## src/rtl/riscv_pkg.sv

```systemverilog
// Shared fetch-side definitions: NOP encoding, fetch FSM encoding, reset vector
// and the queue entry layout.
package riscv_pkg;
  localparam logic [31:0] NOP_INSTR        = 32'h0000_0013;
  localparam logic [31:0] RESET_PC_DEFAULT = 32'h0000_0000;

  localparam logic [0:0] ST_FETCH = 1'b0;
  localparam logic [0:0] ST_DRAIN = 1'b1;

  typedef struct packed {
    logic [31:0] pc;
    logic [31:0] instr;
  } fetch_entry_t;
endpackage

```

## src/rtl/fila_instrucao.sv

```systemverilog
// Synchronous prefetch FIFO of {pc, instr}; accepts push and pop together even when full.
module fila_instrucao
  import riscv_pkg::*;
#(
  parameter  int DEPTH = 2,
  localparam int CW    = $clog2(DEPTH + 1)
) (
  input  logic                clk,
  input  logic                reset,
  input  logic                flush,
  input  logic                push,
  input  fetch_entry_t        push_data,
  input  logic                pop,
  output fetch_entry_t        pop_data,
  output logic [CW-1:0]       count,
  output logic                full,
  output logic                empty
);
  localparam int PW = (DEPTH > 1) ? $clog2(DEPTH) : 1;

  fetch_entry_t   mem [DEPTH];
  logic [PW-1:0]  rd_ptr, wr_ptr;
  logic           push_ok, pop_ok;

  assign empty    = (count == '0);
  assign full     = (count == CW'(DEPTH));
  assign pop_ok   = pop & ~empty;
  assign push_ok  = push & (~full | pop_ok);
  assign pop_data = mem[rd_ptr];

  always_ff @(posedge clk) begin
    if (reset || flush) begin
      rd_ptr <= '0;
      wr_ptr <= '0;
      count  <= '0;
    end else begin
      if (push_ok) begin
        mem[wr_ptr] <= push_data;
        wr_ptr      <= (wr_ptr == PW'(DEPTH - 1)) ? '0 : wr_ptr + 1'b1;
      end
      if (pop_ok)
        rd_ptr <= (rd_ptr == PW'(DEPTH - 1)) ? '0 : rd_ptr + 1'b1;
      count <= count + CW'(push_ok) - CW'(pop_ok);
    end
  end
endmodule

```

## src/rtl/unidade_busca.sv

```systemverilog
// Instruction fetch unit: issues sequential word fetches, queues in-order responses,
// and on a branch flushes the queue and drains stale responses before refetching.
module unidade_busca
  import riscv_pkg::*;
#(
  parameter logic [31:0] RESET_PC   = RESET_PC_DEFAULT,
  parameter int          FIFO_DEPTH = 2
) (
  input  logic        clk,
  input  logic        reset,
  output logic        mem_req_valid,
  output logic [31:0] mem_req_addr,
  input  logic        mem_req_ready,
  input  logic        mem_resp_valid,
  input  logic [31:0] mem_resp_data,
  input  logic        redirect_valid,
  input  logic [31:0] redirect_pc,
  output logic        instr_valid,
  output logic [31:0] instr_data,
  output logic [31:0] instr_pc,
  input  logic        instr_ready
);
  localparam int CW = $clog2(FIFO_DEPTH + 1);

  logic [0:0]    state;
  logic [31:0]   fetch_pc, resp_pc, redir_aligned;
  logic [CW-1:0] outstanding, discard, q_count, stale;
  logic          q_full, q_empty, push, pop, fire;
  logic [CW:0]   inflight;
  fetch_entry_t  q_head, q_in;

  assign redir_aligned = redirect_pc & ~32'h3;
  assign fire          = mem_req_valid & mem_req_ready;
  assign pop           = instr_valid & instr_ready;
  assign push          = ~reset & mem_resp_valid & (state == ST_FETCH) & ~redirect_valid;
  assign q_in          = '{pc: resp_pc, instr: mem_resp_data};
  // Slot freed by a same-cycle pop counts as credit, so a 2-deep queue can stream
  // one instruction per cycle against a 1-cycle memory.
  assign inflight = {1'b0, q_count} + {1'b0, outstanding} - {{CW{1'b0}}, pop};
  assign stale    = outstanding - CW'(mem_resp_valid);

  assign mem_req_valid = ~reset & (state == ST_FETCH) & ~redirect_valid &
                         (~q_full | pop) & (inflight < (CW + 1)'(FIFO_DEPTH));
  assign mem_req_addr  = fetch_pc;

  assign instr_valid = ~reset & ~q_empty & ~redirect_valid;
  assign instr_data  = instr_valid ? q_head.instr : NOP_INSTR;
  assign instr_pc    = instr_valid ? q_head.pc    : 32'h0;

  fila_instrucao #(.DEPTH(FIFO_DEPTH)) u_fila (
    .clk      (clk),
    .reset    (reset),
    .flush    (redirect_valid),
    .push     (push),
    .push_data(q_in),
    .pop      (pop),
    .pop_data (q_head),
    .count    (q_count),
    .full     (q_full),
    .empty    (q_empty)
  );

  always_ff @(posedge clk) begin
    if (reset) begin
      state       <= ST_FETCH;
      fetch_pc    <= RESET_PC;
      resp_pc     <= RESET_PC;
      outstanding <= '0;
      discard     <= '0;
    end else begin
      outstanding <= outstanding + CW'(fire) - CW'(mem_resp_valid);
      if (redirect_valid) begin
        fetch_pc <= redir_aligned;
        resp_pc  <= redir_aligned;
        if (state == ST_FETCH) begin
          // A response landing with the redirect is dropped, so it is not owed.
          discard <= stale;
          state   <= (stale != '0) ? ST_DRAIN : ST_FETCH;
        end
      end else begin
        if (fire) fetch_pc <= fetch_pc + 32'd4;
        if (push) resp_pc  <= resp_pc + 32'd4;
      end
      if (state == ST_DRAIN && mem_resp_valid) begin
        discard <= discard - 1'b1;
        if (discard == CW'(1)) state <= ST_FETCH;
      end
    end
  end
endmodule
```

## config.mk

```make
export PLATFORM = sky130hd
export DESIGN_NAME = unidade_busca
export DESIGN_NICKNAME = d
export VERILOG_FILES = /design/src/rtl/riscv_pkg.sv /design/src/rtl/fila_instrucao.sv /design/src/rtl/unidade_busca.sv
export SDC_FILE = /design/constraint.sdc
export NUM_CORES = 1
export LEC_CHECK = 0
export CAP_MARGIN = 20
export CORE_ASPECT_RATIO = 1.75
export CORE_MARGIN = 2
export CORE_UTILIZATION = 40
export CTS_BUF_LIST = sky130_fd_sc_hd__clkbuf_8
export CTS_CLUSTER_DIAMETER = 150
export DETAILED_ROUTE_END_ITERATION = 8
export PLACE_DENSITY = 0.6
export SLEW_MARGIN = 10
export SYNTH_ARGS = -nofsm -noshare
export SYNTH_HDL_FRONTEND = slang
export SYNTH_SLANG_ARGS = --single-unit
```

## constraint.sdc

```tcl
create_clock -name clk -period 16.2 [get_ports clk]
set_input_delay 1.62 -clock clk [delete_from_list [all_inputs] [get_ports clk]]
set_output_delay 1.62 -clock clk [all_outputs]
set_load 0.03 [all_outputs]
```

==> metrics.yaml, run 1 <==
pre_cts_slack_ps: 8450
grtUsageTotal_pct: 17.9
synth_area_um2: 8640
placed_cells: 1095
r2r-end: "outstanding[1]"
clk_latency_ps: 460
die_h_um: 198
synth_warnings: 0
finClkSkew_ps: 15.5
grt_pass1_wl_um: 31400
wl_per_cell_um: 18.0
critPathMaxFanout: 60
clock-root-buffer: "clkbuf_8"
final_common_cell: "clkdlybuf4s50_1"
postLayoutCoreUtil_pct: 51.0
initial_core_util_pct: 40.5
finalMaxSlewViolations: 0
avgSynthCellArea_um2: 12.2
async_flop_share_pct: 0
hp-class: "register to register"
cts_repair_resize_count: 0
drtIter0Drc: 408
multi_input_area_um2: 3280
drive_above_1_share_pct: 7.45
fmax_mhz: 130
post_synth_num_cell_types: 55
powerDensity_nw_per_um2: 92.1
layout_min_cycle_time_ps: 7690
worstHoldPathCells: 2
cts.hold.buffers_added: 0
yosys.area_share.simple_pct: 13.9
drt_first_pass_iters: 4
synth_edf_count: 124
synth-compound-area-share_pct: 8.27
grt_setup_unrepaired: "no"
grt_max_degree: 76
fin_hold_ws_ps: 490
setup_ws_ps: 8510
finalNonFillerCells: 1127
port_buffers: 161
cts_setup_buffers: 0
max-slew-margin-rel_pct: 24.8
hold_violations: 0
h-tree-depth: 4
routed_wl_um: 20300
die_w_um: 115
core_um2: 21300
ys_ff_latch: 194
path_class: "input port to primary output"
syn_inst: 708
clock_path_buffers: 2
synth-main-ff-cell: "edfxtp_1"
holdCritStartpoint: "u_fila.wr_ptr"
synthAdderAreaFrac_pct: 1.54
critPathCaptureType: "primary output"
place.gp.congestion: 0.870
io-pin-count: 168
regArea_um2: 5130
synthMuxAreaShare_pct: 7.30
die-area_um2: 22800
max_cap_violations: 0
vias: 5843
avgViaCountPerCell: 5.18
clock_sinks: 194
numCtsBuffers: 17
final_cell_area_um2: 10900
tightest_slew_ps: 1130
cp.arrival_ps: 6070
synth_top_family_by_area: "simple AND/OR/NAND/NOR gates"
power_mw: 1.00
status: "finished clean"
worstPathRequired_ps: 14580
tns_ps: 0
ir_worst_vdd_mv: 0.0478
place_area_um2: 10500
antennaDiodeCount: 0
area_growth_syn_to_layout_pct: 26.0
clk_pin_slew_worst_paths_ps: 90
timing.reg2reg.setup_slack_ps: 12360
r2r_cells: 15
antenna_found_initial: 0
cts_tree: "done"
drc: 0
p_leak_nw: 3.52
seq_area_frac_synth_pct: 59.3
n_fill_cell: 1929
nets: 939
grt_pass1_vias: 6013
period_share_pct: 47.5
rows: 71
mostFrequentLayoutCells: "161 x clkdlybuf4s50_1, 124 x edfxtp_1, 80 x nor2_1, 69 x dfxtp_1, 63 x mux2i_1"
r2r-start: "u_fila.count[1]"
post-dp-hpwl_um: 14200
ant_nets: 0
hold_end: "u_fila.wr_ptr"
grt-ovfl-total: 0
start_kind: "input port"
setup_viol_count_final: 0
synthXorXnorAreaFrac_pct: 6.60
[cell type report]
class                      instances  share of cell area [%]
tap                              255                    2.93
clock inverter                    14                    1.48
sequential                       194                    47.1
multi-input combinational        457                    30.2
clock buffer                      18                    2.28
inverter                          21                   0.724
timing repair buffer             168                    15.3
[cells in the mapped netlist, types with 2 or more instances]
cell | instances | area share (%)
nor3_1 | 16 | 0.93
a31oi_1 | 4 | 0.29
a21boi_0 | 20 | 1.7
mux2i_1 | 63 | 7.3
xor2_1 | 26 | 2.6
dfxtp_1 | 70 | 16
and4_1 | 7 | 0.71
nand3_1 | 16 | 0.93
nand4_1 | 16 | 1.2
clkbuf_1 | 28 | 1.2
buf_4 | 4 | 0.35
inv_1 | 21 | 0.91
o22ai_1 | 3 | 0.22
buf_2 | 4 | 0.23
o21ai_1 | 6 | 0.35
buf_6 | 2 | 0.26
a21oi_1 | 15 | 0.87
and2_1 | 10 | 0.72
a211oi_1 | 6 | 0.52
ha_1 | 9 | 1.3
nor2_1 | 80 | 3.5
xnor2_1 | 36 | 3.7
nor4_2 | 5 | 0.72
nand2_1 | 31 | 1.3
or2_2 | 3 | 0.22
edfxtp_1 | 124 | 43
nor2b_1 | 3 | 0.22
a21boi_1 | 7 | 0.61
nor4_1 | 5 | 0.36
nor4_4 | 4 | 0.98
and3_1 | 7 | 0.51
o2111ai_4 | 2 | 0.61
nand4_2 | 2 | 0.29
o21a_1 | 17 | 1.5
o21ai_0 | 16 | 0.93
[cells by family (layout without fill, tap and decap cells)]
kind of cell    Yosys count  after routing
simple gates            215            215
compound gates          102            102
other cells               1              4
fa+ha+maj                10             10
flops                   194            194
xor+xnor                 63             63
buf+inv                  60            221
mux                      63             63
[critical path: stages]
cell	delay, ps
clkdlybuf4s50_1	750
nor2_1	600
o21ai_4	90
buf_4	340
inv_1	250
nand2_1	140
nor2_1	210
o21ai_0	150
fa_1	480
xor2_4	290
o211ai_1	160
nor3_1	240
clkdlybuf4s50_1	730
[state kept, by name (all words and copies together), names as in the netlist, named ones only]
name           flops
u_fila.wr_ptr      1
discard            2
state              1
resp_pc           30
mem_req_addr      30
u_fila.mem       124
u_fila.count       2
u_fila.rd_ptr      1
outstanding        2
[metal layers]
| metal | wire, um | part of all wire [%] | vias to the layer above | track usage (%) |
|---|---|---|---|---|
| li1 | - | - | 2854 | - |
| met1 | 8020 | 39 | 2803 | 19.8 |
| met2 | 11100 | 54 | 163 | 33.4 |
| met3 | 828 | 4.1 | 23 | 3.53 |
| met4 | 409 | 2.0 | 0 | 6.69 |
| met5 | 0 | 0 | - | 0 |
[power by group]
part,switching [mW],leakage [nW],internal [mW]
logic,0.0612,1.61,0.0523
registers,0.0186,1.71,0.546
clock network,0.169,0.204,0.156
[how the worst max path moves through the flow]
stage | end | cells after the start | start
CTS | mem_req_valid | 13 | redirect_valid
global route | mem_req_valid | 13 | redirect_valid
detailed placement | mem_req_valid | 13 | redirect_valid
global placement | mem_req_valid | 13 | redirect_valid
finish | mem_req_valid | 13 | redirect_valid
floorplan | u_fila.mem[0][0] | 5 | reset
No activity file was read; power rests on OpenSTA's default activity.
==> run 2, diff against run 1 <==
- PLACE_DENSITY: 0.6 -> 0.63
- clock period: 16.2 -> 6.8 ns (I/O delays scaled with it)
==> run 2 against run 1 <==
  * Worst setup slack lost 6800 ps
  * Power is 130% higher
  * Non-clock buffer count rose by 1
  * Sequential share of layout area rose by 0.12 points
  * Critical endpoint unchanged
  * Largest cell class unchanged
  * Largest power group unchanged
==> metrics.yaml, run 2 (synthesized netlist as in run 1, its figures left out) <==
status: "finished clean"
largest-register: "u_fila.mem"
clk_latency_ps: 460
final_common_cell: "clkdlybuf4s50_1"
powerDensity_nw_per_um2: 214
antenna_found_initial: 0
finClkSkew_ps: 18.4
core_um2: 21300
cts_tree: "done"
tightest_slew_ps: 1110
wl_per_cell_um: 17.4
tns_ps: 0
hp-class: "register to register"
startpoint: "redirect_valid"
grt_max_degree: 76
grt-ovfl-total: 0
clock_sinks: 194
drive_above_1_share_pct: 7.90
ir_worst_vdd_mv: 0.118
grt_setup_unrepaired: "no"
place.gp.congestion: 0.811
cts_repair_resize_count: 0
setup_viol_count_final: 0
clock_path_buffers: 2
start_kind: "input port"
io-pin-count: 168
port_buffers: 161
period_share_pct: 74.6
critPathMaxFanout: 14
hold_violations: 0
drt_first_pass_iters: 4
grtUsageTotal_pct: 17.3
layout_min_cycle_time_ps: 5070
worstPathRequired_ps: 6120
fin_hold_ws_ps: 495
finalMaxSlewViolations: 0
nets: 940
routed_wl_um: 19600
critPathCaptureType: "primary output"
p_leak_nw: 3.52
r2r-start: "u_fila.count[1]"
power_mw: 2.33
clock-root-buffer: "clkbuf_8"
die_h_um: 198
timing.reg2reg.setup_slack_ps: 3450
max-slew-margin-rel_pct: 26.2
largest_reg_flops: 124
r2r-end: "outstanding[1]"
area_growth_syn_to_layout_pct: 25.7
drtIter0Drc: 368
r2r_cells: 14
die-area_um2: 22800
path_class: "input port to primary output"
die_w_um: 115
max_cap_violations: 0
drc: 0
rows: 71
mostFrequentLayoutCells: "161 x clkdlybuf4s50_1, 124 x edfxtp_1, 80 x nor2_1, 69 x dfxtp_1, 63 x mux2i_1"
numCtsBuffers: 17
crit_end: "mem_req_valid"
clk_pin_slew_worst_paths_ps: 110
post-dp-hpwl_um: 13400
cts.hold.buffers_added: 0
fmax_mhz: 197
grt_pass1_vias: 5793
antennaDiodeCount: 0
avgViaCountPerCell: 5.21
initial_core_util_pct: 40.5
vias: 5872
holdCritStartpoint: "u_fila.wr_ptr"
h-tree-depth: 4
cp.arrival_ps: 4390
cts_setup_buffers: 0
grt_pass1_wl_um: 30300
ant_nets: 0
## run 2: changes by cell type in the layout (fill, tap and decap cells not counted)
cell	before	now
inv_1	21	20
clkbuf_8	18	17
clkinv_8	0	1
clkinv_2	3	1
inv_8	0	3
clkinv_4	1	2
bufinv_16	3	0
buf_4	7	8
inv_2	0	1
inv_6	2	7
inv_4	0	1
clkinvlp_4	3	0
clkinv_1	2	0
## run 2: layer usage
| metal | track usage (%) | part of all wire [%] |
|---|---|---|
| met5 | 0 | 0 |
| met4 | 6.87 | 2.1 |
| met3 | 3.08 | 3.9 |
| met2 | 31.9 | 54 |
| met1 | 19.5 | 40 |
## run 2: layout make-up
| cell class | instances | area (um^2) |
|---|---|---|
| Fill cell | 1949 | 10500 |
| Sequential cell | 194 | 5130 |
| Multi-Input combinational cell | 457 | 3280 |
| Timing Repair Buffer | 169 | 1670 |
| Tap cell | 255 | 319 |
| Clock buffer | 17 | 234 |
| Clock inverter | 15 | 140 |
| Inverter | 21 | 78.8 |
## run 2: worst min-delay path by stage
stage                     cells past startpoint           endpoint
after floorplan                               2         discard[1]
after global placement                        2         discard[1]
after CTS                                     2      u_fila.wr_ptr
after global routing                          0  u_fila.mem[1][62]
final                                         2      u_fila.wr_ptr
after detailed placement                      2      u_fila.wr_ptr
## run 2: stage by stage
step	worst slack (ps)	instances	utilization (%)	area, um^2
2_1_floorplan	652	711	-	8650
3_3_place_gp	1670	1096	49.2	10500
3_5_place_dp	1600	1096	49.2	10500
4_1_cts	1590	1128	50.9	10900
5_1_grt	1410	1128	50.9	10900
6_report	1730	1128	50.9	10900
## run 2: critical path: stages
cell and delay, ps:
clkdlybuf4s50_1 390, buf_4 200, nor2_1 490, o21ai_4 110, inv_1 190, nand2_1 140
nor2_1 200, o21ai_0 140, fa_1 470, xor2_4 290, o211ai_1 130, nor3_1 230
clkdlybuf4s50_1 730
## run 2: where the power goes
group	leakage [nW]	switching [mW]	internal (mW)
Sequential	1.71	0.0441	1.30
Combinational	1.62	0.143	0.124
Clock	0.196	0.444	0.273
==> run 3, diff against run 2 <==
- PLACE_DENSITY: 0.63 -> 0.6
- clock period: 6.8 -> 4.9 ns (I/O delays scaled with it)
==> run 3 against run 2 <==
  * Worst hold slack worse by 11 ps
  * Routed wire length is 1.7% higher
  * Final cell count stayed put
  * Register-to-register slack worse by 1900 ps
  * Global-route usage is 0.43 points higher
  * Clock skew is 6.3 ps lower
  * Non-clock buffer count stayed put
==> metrics.yaml, run 3 (synthesized netlist as in run 1, its figures left out) <==
p_leak_nw: 3.53
drt_first_pass_iters: 4
grtUsageTotal_pct: 17.8
finClkSkew_ps: 12.2
max_cap_violations: 0
die-area_um2: 22800
h-tree-depth: 4
slowest_delay_ps: 470
hp-class: "register to register"
port_buffers: 161
setup_viol_count_final: 0
critPathCaptureType: "primary output"
largest-register: "u_fila.mem"
start_kind: "input port"
antennaDiodeCount: 0
place.gp.congestion: 0.855
critPathBufInv: 4
core_um2: 21300
n_fill_cell: 1925
drtIter0Drc: 326
area_growth_syn_to_layout_pct: 25.9
cts.hold.buffers_added: 0
drc: 0
grt_max_degree: 76
multi_input_area_um2: 3290
die_w_um: 115
final_common_cell: "clkdlybuf4s50_1"
cts_tree: "done"
critPathMaxFanout: 5
power_mw: 3.23
crit_top_cell: "nor2_1"
setup_ws_ps: 938
hold_violations: 0
regArea_um2: 5130
finalMaxSlewViolations: 0
antenna_found_initial: 0
avgViaCountPerCell: 5.20
routed_wl_um: 19900
post-dp-hpwl_um: 14000
grt_pass1_wl_um: 31000
pre_cts_slack_ps: 717
cp_cell_sequence: "clkdlybuf4s50_1 > nor2_1 > buf_4 > o21ai_4 > inv_1 > nand2_1 > nor2_1 > o21ai_0 > fa_1 > xor2_4 > o211ai_1 > nor3_1 > buf_12"
grt_pass1_vias: 5978
nets: 940
initial_core_util_pct: 40.5
slowest_stage: "clkdlybuf4s50_1"
cts_setup_buffers: 0
grt-ovfl-total: 0
critPathTopFamily: "buffers and inverters"
fin_hold_ws_ps: 484
io-pin-count: 168
wl_per_cell_um: 17.7
ir_worst_vdd_mv: 0.151
die_h_um: 198
ant_nets: 0
path_class: "input port to primary output"
layout_min_cycle_time_ps: 3960
max-slew-margin-rel_pct: 26.8
drive_above_1_share_pct: 7.67
clock-root-buffer: "clkbuf_8"
postLayoutCoreUtil_pct: 51.0
status: "finished clean"
clock_sinks: 194
clock_path_buffers: 2
tns_ps: 0
grt_setup_unrepaired: "no"
numCtsBuffers: 17
period_share_pct: 80.9
powerDensity_nw_per_um2: 297
clk_latency_ps: 470
clk_pin_slew_worst_paths_ps: 90
cp.arrival_ps: 3470
fmax_mhz: 252
cts_repair_resize_count: 0
largest_reg_flops: 124
vias: 5865
mostFrequentLayoutCells: "160 x clkdlybuf4s50_1, 124 x edfxtp_1, 80 x nor2_1, 69 x dfxtp_1, 63 x mux2i_1"
tightest_slew_ps: 1100
worstPathRequired_ps: 4410
rows: 71
run 3: cell count changes in the layout (fill, tap and decap cells not counted), moves of 2 or more:
cell	delta
inv_8	-3
clkbuf_8	+7
inv_1	+2
clkinvlp_4	+2
inv_6	-7
run 3: power by group:
group	leakage (nW)	internal, mW	switching, mW
Sequential	1.71	1.80	0.0618
Clock	0.200	0.444	0.536
Combinational	1.62	0.176	0.204
Total	3.53	2.42	0.802
run 3: layer usage:
| layer | up-vias | part of all wire, % | global-route usage, % |
|---|---|---|---|
| met5 | - | 0 | 0 |
| met1 | 2815 | 39 | 18.9 |
| met4 | 0 | 2.5 | 6.87 |
| li1 | 2857 | - | - |
| met2 | 160 | 55 | 33.7 |
| met3 | 33 | 4.2 | 3.53 |
run 3: worst register-to-register path, cell delays in order (launching register included):
cell       delay [ps]
dfxtp_1           460
o21ai_4            90
inv_1             190
nand2_1           130
nor2_1            190
o21ai_0           140
fa_1              470
xor2_4            300
o2111ai_4         260
or2_2             340
ha_1              270
inv_1              40
ha_1              250
nor2b_1           120
run 3: cell type report:
cell class	instances	area share, %
Tap cell	255	2.93
Multi-Input combinational cell	457	30.2
Clock inverter	8	0.472
Clock buffer	24	3.04
Sequential cell	194	47.1
Inverter	21	0.725
Timing Repair Buffer	169	15.5
run 3: worst paths after layout:
| check | endpoint | slack [ps] | cells past startpoint | from |
|---|---|---|---|---|
| min | discard[1] | 480 | 2 | discard[1] |
| max reg2reg | outstanding[0] | 1540 | 13 | u_fila.count[1] |
| max | mem_req_valid | 940 | 13 | reset |
| min reg2reg | discard[1] | 480 | 2 | discard[1] |
run 3: through the flow:
stage,instance area (um^2),std cells
2_1_floorplan,8650,711
3_3_place_gp,10500,1096
3_5_place_dp,10500,1096
4_1_cts,10900,1128
5_1_grt,10900,1128
6_report,10900,1128
